==> src/rtl/mem_addr_gen.sv <==
// Three-stage SRAM address generator: S1 accepts and multiplies, S2 folds,
// range-checks and issues an active-low read, S3 holds sideband aligned with rdata.
module mem_addr_gen #(
  parameter int NUM_MEM    = 3,
  parameter int ADDR_W     = 10,
  parameter int ROW_W      = 6,
  parameter int COL_W      = 10,
  parameter int DATA_W     = 16,
  parameter int TAG_W      = 6,
  parameter int MEM_DEPTH  = 1024,
  parameter int HASH_SHIFT = 4,
  localparam int SEL_W     = (NUM_MEM > 1) ? $clog2(NUM_MEM) : 1
) (
  input  logic                      clk,
  input  logic                      rst,
  input  logic                      in_valid,
  output logic                      in_ready,
  input  logic [SEL_W-1:0]          in_sel,
  input  logic                      in_hash,
  input  logic [ROW_W-1:0]          in_row,
  input  logic [COL_W-1:0]          in_col_dim,
  input  logic [COL_W-1:0]          in_col_idx,
  input  logic [ADDR_W-1:0]         in_offset,
  input  logic [DATA_W-1:0]         in_value,
  input  logic [TAG_W-1:0]          in_tag,
  output logic [NUM_MEM-1:0]        mem_cen,
  output logic [NUM_MEM-1:0]        mem_wen,
  output logic [NUM_MEM*ADDR_W-1:0] mem_addr,
  output logic                      out_valid,
  input  logic                      out_ready,
  output logic [SEL_W-1:0]          out_sel,
  output logic [DATA_W-1:0]         out_value,
  output logic [TAG_W-1:0]          out_tag,
  output logic                      out_err,
  input  logic                      err_clr,
  output logic                      err_sticky
);
  localparam int LIN_W = ROW_W + COL_W;
  localparam int SUM_W = LIN_W + 1;
  localparam logic [SUM_W-1:0] DEPTH_L = SUM_W'(MEM_DEPTH);
  localparam logic [SEL_W:0]   NMEM_L  = (SEL_W + 1)'(NUM_MEM);

  // Handshake: a beat transfers on the rising edge where valid & ready are both
  // high; valid never depends on ready, and ready may depend on downstream ready.

  logic              s1_valid, s1_hash;
  logic [SEL_W-1:0]  s1_sel;
  logic [LIN_W-1:0]  s1_lin;
  logic [COL_W-1:0]  s1_col_idx;
  logic [ADDR_W-1:0] s1_offset;
  logic [DATA_W-1:0] s1_value;
  logic [TAG_W-1:0]  s1_tag;

  logic              s2_valid, s2_err;
  logic [SEL_W-1:0]  s2_sel;
  logic [ADDR_W-1:0] s2_addr;
  logic [DATA_W-1:0] s2_value;
  logic [TAG_W-1:0]  s2_tag;

  logic [LIN_W-1:0]  lin_full, lin_f;
  logic [SUM_W-1:0]  sum;
  logic              s1_err;
  logic              issue, load_s2;

  assign lin_full = s1_lin + LIN_W'(s1_col_idx);
  assign lin_f    = s1_hash ? (lin_full ^ (lin_full >> HASH_SHIFT)) : lin_full;
  assign sum      = SUM_W'(s1_offset) + SUM_W'(lin_f);
  assign s1_err   = (sum >= DEPTH_L) || ({1'b0, s1_sel} >= NMEM_L);

  // A read is only launched when S3 is free to take its data; rst kills it outright.
  assign issue    = s2_valid && (!out_valid || out_ready) && !rst;
  assign load_s2  = !s2_valid || issue;
  assign in_ready = !s1_valid || !s2_valid || issue;
  assign mem_wen  = '1;

  always_comb begin
    mem_cen  = '1;
    mem_addr = '0;
    for (int i = 0; i < NUM_MEM; i++) begin
      if (issue && !s2_err && (s2_sel == SEL_W'(i))) begin
        mem_cen[i]                   = 1'b0;
        mem_addr[i*ADDR_W +: ADDR_W] = s2_addr;
      end
    end
  end

  always_ff @(posedge clk) begin
    if (rst) begin
      s1_valid   <= 1'b0;
      s1_hash    <= 1'b0;
      s1_sel     <= '0;
      s1_lin     <= '0;
      s1_col_idx <= '0;
      s1_offset  <= '0;
      s1_value   <= '0;
      s1_tag     <= '0;
      s2_valid   <= 1'b0;
      s2_err     <= 1'b0;
      s2_sel     <= '0;
      s2_addr    <= '0;
      s2_value   <= '0;
      s2_tag     <= '0;
      out_valid  <= 1'b0;
      out_sel    <= '0;
      out_value  <= '0;
      out_tag    <= '0;
      out_err    <= 1'b0;
      err_sticky <= 1'b0;
    end else begin
      if (in_valid && in_ready) begin
        s1_valid   <= 1'b1;
        s1_hash    <= in_hash;
        s1_sel     <= in_sel;
        s1_lin     <= LIN_W'(in_row) * LIN_W'(in_col_dim);
        s1_col_idx <= in_col_idx;
        s1_offset  <= in_offset;
        s1_value   <= in_value;
        s1_tag     <= in_tag;
      end else if (load_s2) begin
        s1_valid <= 1'b0;
      end

      if (load_s2) begin
        s2_valid <= s1_valid;
        if (s1_valid) begin
          s2_err   <= s1_err;
          s2_sel   <= s1_sel;
          s2_addr  <= sum[ADDR_W-1:0];
          s2_value <= s1_value;
          s2_tag   <= s1_tag;
        end
      end

      if (issue) begin
        out_valid <= 1'b1;
        out_sel   <= s2_sel;
        out_value <= s2_value;
        out_tag   <= s2_tag;
        out_err   <= s2_err;
      end else if (out_ready) begin
        out_valid <= 1'b0;
      end

      // Setting wins over a simultaneous clear so no rejection is ever lost.
      if (issue && s2_err) begin
        err_sticky <= 1'b1;
      end else if (err_clr) begin
        err_sticky <= 1'b0;
      end
    end
  end
endmodule

==> config.mk <==
export PLATFORM = sky130hd
export DESIGN_NAME = mem_addr_gen
export DESIGN_NICKNAME = d
export VERILOG_FILES = /design/src/rtl/mem_addr_gen.sv
export SDC_FILE = /design/constraint.sdc
export NUM_CORES = 1
export LEC_CHECK = 0
export CAP_MARGIN = 20
export CORE_UTILIZATION = 30
export CTS_CLUSTER_SIZE = 16
export DETAILED_ROUTE_END_ITERATION = 10
export PLACE_DENSITY = 0.5
export SYNTH_ARGS = -nofsm -noshare
export SYNTH_HDL_FRONTEND = slang
export SYNTH_SLANG_ARGS = --single-unit
==> constraint.sdc <==
create_clock -name clk -period 4.35 [get_ports clk]
set_input_delay 0.87 -clock clk [delete_from_list [all_inputs] [get_ports clk]]
set_output_delay 0.87 -clock clk [all_outputs]
set_load 0.01 [all_outputs]
==> impl_metrics.sql <==
INSERT INTO impl_metrics (metric_group, metric, value, unit) VALUES
('floorplanning', 'die_height', '160', 'µm'),
('drt', 'route.vias.total', '6546', ''),
('power_and_ir_drop', 'power_density', '402', 'nW/µm²'),
('worst_setup_path', 'worst_setup_sp', 'in_col_dim[0]', ''),
('synthesis', 'synth.avg_cell_area', '8.12', 'µm²'),
('global_route', 'grt_antenna_before_repair', '0', ''),
('outcome', 'outcome', 'complete, no violations', ''),
('sta', 'setup_viol_count_final', '0', ''),
('worst_setup_path', 'r2r.worst_path.cells', '18', ''),
('worst_setup_path', 'arrival', '4.55', 'ns'),
('clock_network', 'max-clock-path-buffers', '2', ''),
('global_route', 'first_global_vias', '6373', ''),
('power_and_ir_drop', 'post-layout-total-power', '4050', 'µW'),
('clock_network', 'cts-buffers-inserted', '17', ''),
('clock_network', 'worst_skew_pair.late_latency', '0.42', 'ns'),
('placement', 'globalplace.congestion', '0.786', ''),
('placement', 'port_buffers', '126', ''),
('global_route', 'global_route.usage.total', '14.9', '%'),
('floorplanning', 'die_area', '25600', 'µm²'),
('worst_setup_path', 'worstReg2RegStart', 's1_lin[0]$_SDFFE_PP0P_', ''),
('clock_network', 'cts_sinks', '125', ''),
('synthesis', 'number_of_register_bits_inferred_by_synthesis', '125', ''),
('min_path', 'min_path_cells', '2', ''),
('worst_setup_path', 'worstPathCellList', 'clkdlybuf4s50_1 -> buf_4 -> and2_1 -> ha_1 -> ha_1 -> inv_1 -> fa_1 -> inv_1 -> fa_2 -> a21o_1 -> a21oi_2 -> o21ai_2 -> nand3_2 -> a31oi_2 -> or4b_2 -> nand3_1', ''),
('worst_setup_path', 'r2r-end', 's2_err$_SDFFE_PP0P_', ''),
('synthesis', 'netlist.area_leader.share', '33.4', '%'),
('cells_and_area', 'drive_gt1_share', '10.9', '%'),
('clock_network', 'cts_max_level', '4', ''),
('floorplanning', 'num_io_pins', '130', ''),
('sta', 'rsz0062_at_grt', 'false', ''),
('clock_network', 'cts_hold_repair.buffers', '0', ''),
('global_route', 'grt_max_degree', '82', ''),
('sta', 'finalCriticalPeriod', '4.18', 'ns'),
('power_and_ir_drop', 'p_leak', '0.00421', 'µW'),
('placement', 'post_dp_cell_area', '9400', 'µm²'),
('cells_and_area', 'area_growth', '34.2', '%'),
('synthesis', 'syn_inst', '924', ''),
('worst_setup_path', 'cpMaxStageDelayCell', 'sky130_fd_sc_hd__or4b_2', ''),
('synthesis', 'yosysTopAreaCell', 'sky130_fd_sc_hd__dfxtp_1', ''),
('clock_network', 'tritoncts', 'done', ''),
('floorplanning', 'initial_utilization', '30.8', '%'),
('drt', 'finalWirelength', '18300', 'µm'),
('synthesis', 'synth.cell_area', '7500', 'µm²'),
('synthesis', 'synth.area.top_cells', 'sky130_fd_sc_hd__dfxtp_1 (33%), sky130_fd_sc_hd__nand2_1 (12%), sky130_fd_sc_hd__fa_1 (9.3%)', ''),
('drt', 'final_antenna_net_count', '0', ''),
('placement', 'pre_cts_slack', '-0.537', 'ns'),
('synthesis', 'synthTopCellsByCount', 'sky130_fd_sc_hd__nand2_1 (244), sky130_fd_sc_hd__dfxtp_1 (125), sky130_fd_sc_hd__a21oi_1 (107)', ''),
('global_route', 'global_route_wire_length_before_repair', '31300', 'µm'),
('min_path', 'hold_start', 's1_tag[1]$_SDFFE_PP0P_', ''),
('worst_setup_path', 'timing.critical_path.to_type', 'register', ''),
('sta', 'worst_slew_margin_rel', '45.7', '%'),
('drt', 'drtIter0Drc', '242', ''),
('synthesis', 'synth.yosys.warnings', '0', ''),
('synthesis', 'ys_seq_area_share', '33.4', '%'),
('synthesis', 'synth_cell_type_count', '61', ''),
('min_path', 'worst_hold_path_type', 'reg -> reg', ''),
('drt', 'detail_route.drc_violations', '0', ''),
('power_and_ir_drop', 'irDropWorstVdd', '0.254', 'mV'),
('worst_setup_path', 'start_kind', 'primary input', ''),
('cells_and_area', 'fillers', '2531', ''),
('sta', 'timing.final.hold_violations', '0', ''),
('sta', 'timing.final.ws_setup', '0.166', 'ns'),
('worst_setup_path', 'critical_path_class', 'in -> reg', ''),
('sta', 'timing.final.crit_share', '96.2', '%'),
('worst_setup_path', 'timing.critical_path.slowest_cell_delay', '0.62', 'ns'),
('worst_setup_path', 'r2r_slack', '0.38', 'ns'),
('cells_and_area', 'sequential_cell_area', '2500', 'µm²'),
('sta', 'skew', '0.00759', 'ns'),
('drt', 'drtPass1Iterations', '4', ''),
('cells_and_area', 'multi_input_gate_area', '4720', 'µm²'),
('global_route', 'globalRouteOverflowTotal', '0', '');
## per-stage QoR
step                      utilization (%)  std cells  hold WS, ns
final                                41.3       1408        0.446
after global routing                 41.3       1407        0.465
after CTS                            40.9       1406        0.446
after detailed placement             38.5       1374        0.443
after global placement               38.5       1374        0.438
after floorplan                         -        926        0.432
## where the power goes
group          switching (µW)  leakage (µW)  internal [µW]
combinational             676       0.00290            649
clock                     598      0.000287            818
sequential               79.2       0.00102           1230
total                    1350       0.00421           2690
## layer usage
layer	GRT usage, %	share of wire, %	wire (µm)
met5	0	0	0
met4	4.03	1.0	182
met3	3.12	4.7	860
met2	24.9	46	8400
met1	19.4	48	8830
## how the worst max path moves through the flow
stage / end / cells after the start
6_report: s1_lin[15]$_SDFFE_PP0P_ / 16
5_1_grt: s2_err$_SDFFE_PP0P_ / 17
4_1_cts: s1_lin[15]$_SDFFE_PP0P_ / 13
3_5_place_dp: s1_lin[15]$_SDFFE_PP0P_ / 14
3_3_place_gp: s1_lin[15]$_SDFFE_PP0P_ / 14
2_1_floorplan: s1_lin[15]$_SDFFE_PP0P_ / 15
## cells in the final DEF, fill, tap and decap left out, types with 12 or more instances in the layout
cell                              count
sky130_fd_sc_hd__nand2_1            243
sky130_fd_sc_hd__dfxtp_1            125
sky130_fd_sc_hd__clkdlybuf4s50_1    113
sky130_fd_sc_hd__a21oi_1            104
sky130_fd_sc_hd__buf_4               53
sky130_fd_sc_hd__inv_1               52
sky130_fd_sc_hd__and2_1              47
sky130_fd_sc_hd__ha_1                43
sky130_fd_sc_hd__fa_1                34
sky130_fd_sc_hd__xnor2_1             31
sky130_fd_sc_hd__a22o_1              26
sky130_fd_sc_hd__nor2_1              25
sky130_fd_sc_hd__clkbuf_16           17
sky130_fd_sc_hd__o21ai_0             12
## state kept, by name, summed over array words and instances, names as in the netlist
register,flops
s1_valid,1
s2_value,16
out_err,1
out_tag,6
s1_hash,1
s1_offset,10
s1_col_idx,10
s1_tag,6
s1_sel,2
s2_err,1
s2_addr,10
s1_lin,16
out_sel,2
err_sticky,1
out_valid,1
s2_sel,2
s1_value,16
s2_tag,6
out_value,16
s2_valid,1
## layout make-up
| class | count | share of cell area [%] |
|---|---|---|
| Inverter | 52 | 1.94 |
| Timing Repair Buffer | 178 | 16.4 |
| Tap cell | 324 | 4.03 |
| Clock buffer | 17 | 4.23 |
| Sequential cell | 125 | 24.9 |
| Clock inverter | 15 | 1.67 |
| Antenna cell | 1 | 0.0249 |
| Multi-Input combinational cell | 696 | 46.9 |
## cells by family after synthesis
group | share of synthesized area (%)
adders and majority gates | 16.8
other | 0.0500
muxes | 0.667
and+or+nand+nor | 22.5
buffers and inverters | 5.45
DFF | 33.4
xor gates and xnor gates | 4.09
AOI/OAI and AO/OA | 17.0
## worst max-delay path, delay by kind of cell
kind            cells  cell delay (ns)
compound gates      4             0.54
fa+ha+maj           4             1.46
buf+inv             4             0.71
simple gates        4             0.95
## timing repair
item / 4_1_cts / 5_1_grt
pin swaps: 0 / 3
resized for setup: 8 / 17
setup endpoints to repair: 1 / 4
buffers inserted: 0 / 1
Power figures use the tool's default switching activity.
==> edit, RTL diff (same flow settings) <==
The parameter `COL_W` goes from 10 to 14.
--- a/src/rtl/mem_addr_gen.sv
+++ b/src/rtl/mem_addr_gen.sv
@@ -6,3 +6,3 @@
   parameter int ROW_W      = 6,
-  parameter int COL_W      = 10,
+  parameter int COL_W      = 14,
   parameter int DATA_W     = 16,
Ports: changed (resized in_col_dim and in_col_idx); port bits go from 130 to 138. No check against the original RTL was run, so the function may have changed too.
==> edit against the original RTL <==
  * Cell area up 22%
  * Setup slack worse by 0.13 ns
  * Non-clock buffer count is 72 higher
  * Synthesized cell count is 19% higher
  * Critical path depth increased by 8
  * Count of clock-buffer cells in the layout stayed put
  * First-iteration DRC count up 38%
  * Sequential cell count increased by 8
  * Wire length is 27% higher
  * Synthesized area rose by 18%
  * Global-route usage rose by 0.60 points
  * Maximum frequency down 3.0%
  * Power grew 28%
  * Critical path type is now flop to flop
==> edit: results (changes against the original RTL) <==
[sta]
slew_headroom_pct=32.1  ; -14 points
whs_ns=0.450  ; +0.00357 ns
finalClockSkew_ns=0.00918  ; +0.00159 ns

[logic_synthesis]
ys_top_cells_by_area=dfxtp_1, nand2_1, fa_1
synth_cell_type_count=68  ; +11%
yosys-top-cells-count=nand2_1, a21oi_1, dfxtp_1
synth-seq-area-share_pct=30.0  ; -3.4 points

[final_layout]
drive_gt1_share_pct=17.8  ; +6.9 points
fillers=2985  ; +18%
antennaDiodeCount=0  ; -1

[drt]
first_iter_violations=334  ; +38%
wl_um=23100  ; +27%
wl_per_cell_um=13.5  ; +4.1%

[run_status]
status=completed

[setup_path]
worstPathMaxFanout=2  ; -3
cp.arrival_ns=4.60  ; +0.05 ns
reg2reg_depth=24  ; +6
rr_startpoint=s1_col_idx[5]

[clocking]
post_cts_buffers=15  ; +15

[grt]
grt_pass1_wl_um=38900  ; +24%
grt_pass1_vias=7878  ; +24%

[place]
place_area_mm2=0.0113  ; +20%
preCtsSetupSlack_ns=-0.875  ; -0.338 ns
dpl.cell_count=1660  ; +21%

[pwr]
internal_power_mw=3.32  ; +23%
p_leak_nw=5.23  ; +24%
peakVddDrop_uv=221  ; -13%

-- edit: cells by family (layout without fill, tap and decap cells) --
group	Yosys count	count (layout)	synth area share [%]
adder cells (fa/ha/maj)	104	104	19.0
other	1	3	0.0422
buffers and inverters	133	356	5.79
multiplexers	4	4	0.479
XOR/XNOR	51	51	5.03
AO/OA/AOI/OAI	252	252	18.3
AND/OR/NAND/NOR	426	426	21.4
flip-flops	133	133	30.0
-- edit: layer usage --
metal	share of wire [%]	GRT usage [%]	vias up	wire length, um
met5	0	0	-	0
met4	0.88	3.40	0	204
met3	3.1	2.21	18	706
met2	46	26.5	143	10800
met1	50	20.6	3752	11500
li1	-	-	4093	-
-- edit: worst max-delay path by stage --
stage,from,to,slack (ns)
after floorplan,in_row[0],s1_lin[17],-0.04
after global placement,in_row[2],s1_lin[18],-0.81
after detailed placement,in_row[2],s1_lin[18],-0.88
after CTS,s1_lin[0],s2_err,-0.002
after global routing,s1_lin[0],s2_err,-0.12
final,s1_col_idx[5],s2_addr[7],0.04
-- edit: area by class of cell --
cell class | instances | area (um2) | area share [%]
Timing Repair Buffer | 250 | 2200 | 17.9
Clock buffer | 17 | 425 | 3.48
Inverter | 74 | 278 | 2.27
Multi-Input combinational cell | 840 | 6030 | 49.3
Clock inverter | 15 | 159 | 1.30
Tap cell | 384 | 480 | 3.92
Sequential cell | 133 | 2670 | 21.8
-- edit: tightest hold or removal path, stage by stage (launching register included) --
cell and delay [ns]:
dfxtp_1 0.31, nand2_1 0.05, a21oi_1 0.05
-- edit: power by group through the flow --
stage	Clock, mW	Sequential [mW]	Combinational (mW)
after floorplan	0	1.40	1.41
after global placement	0	1.45	2.05
after detailed placement	0	1.45	2.06
after CTS	1.47	1.43	2.17
after global routing	1.52	1.45	2.58
final	1.44	1.43	2.31
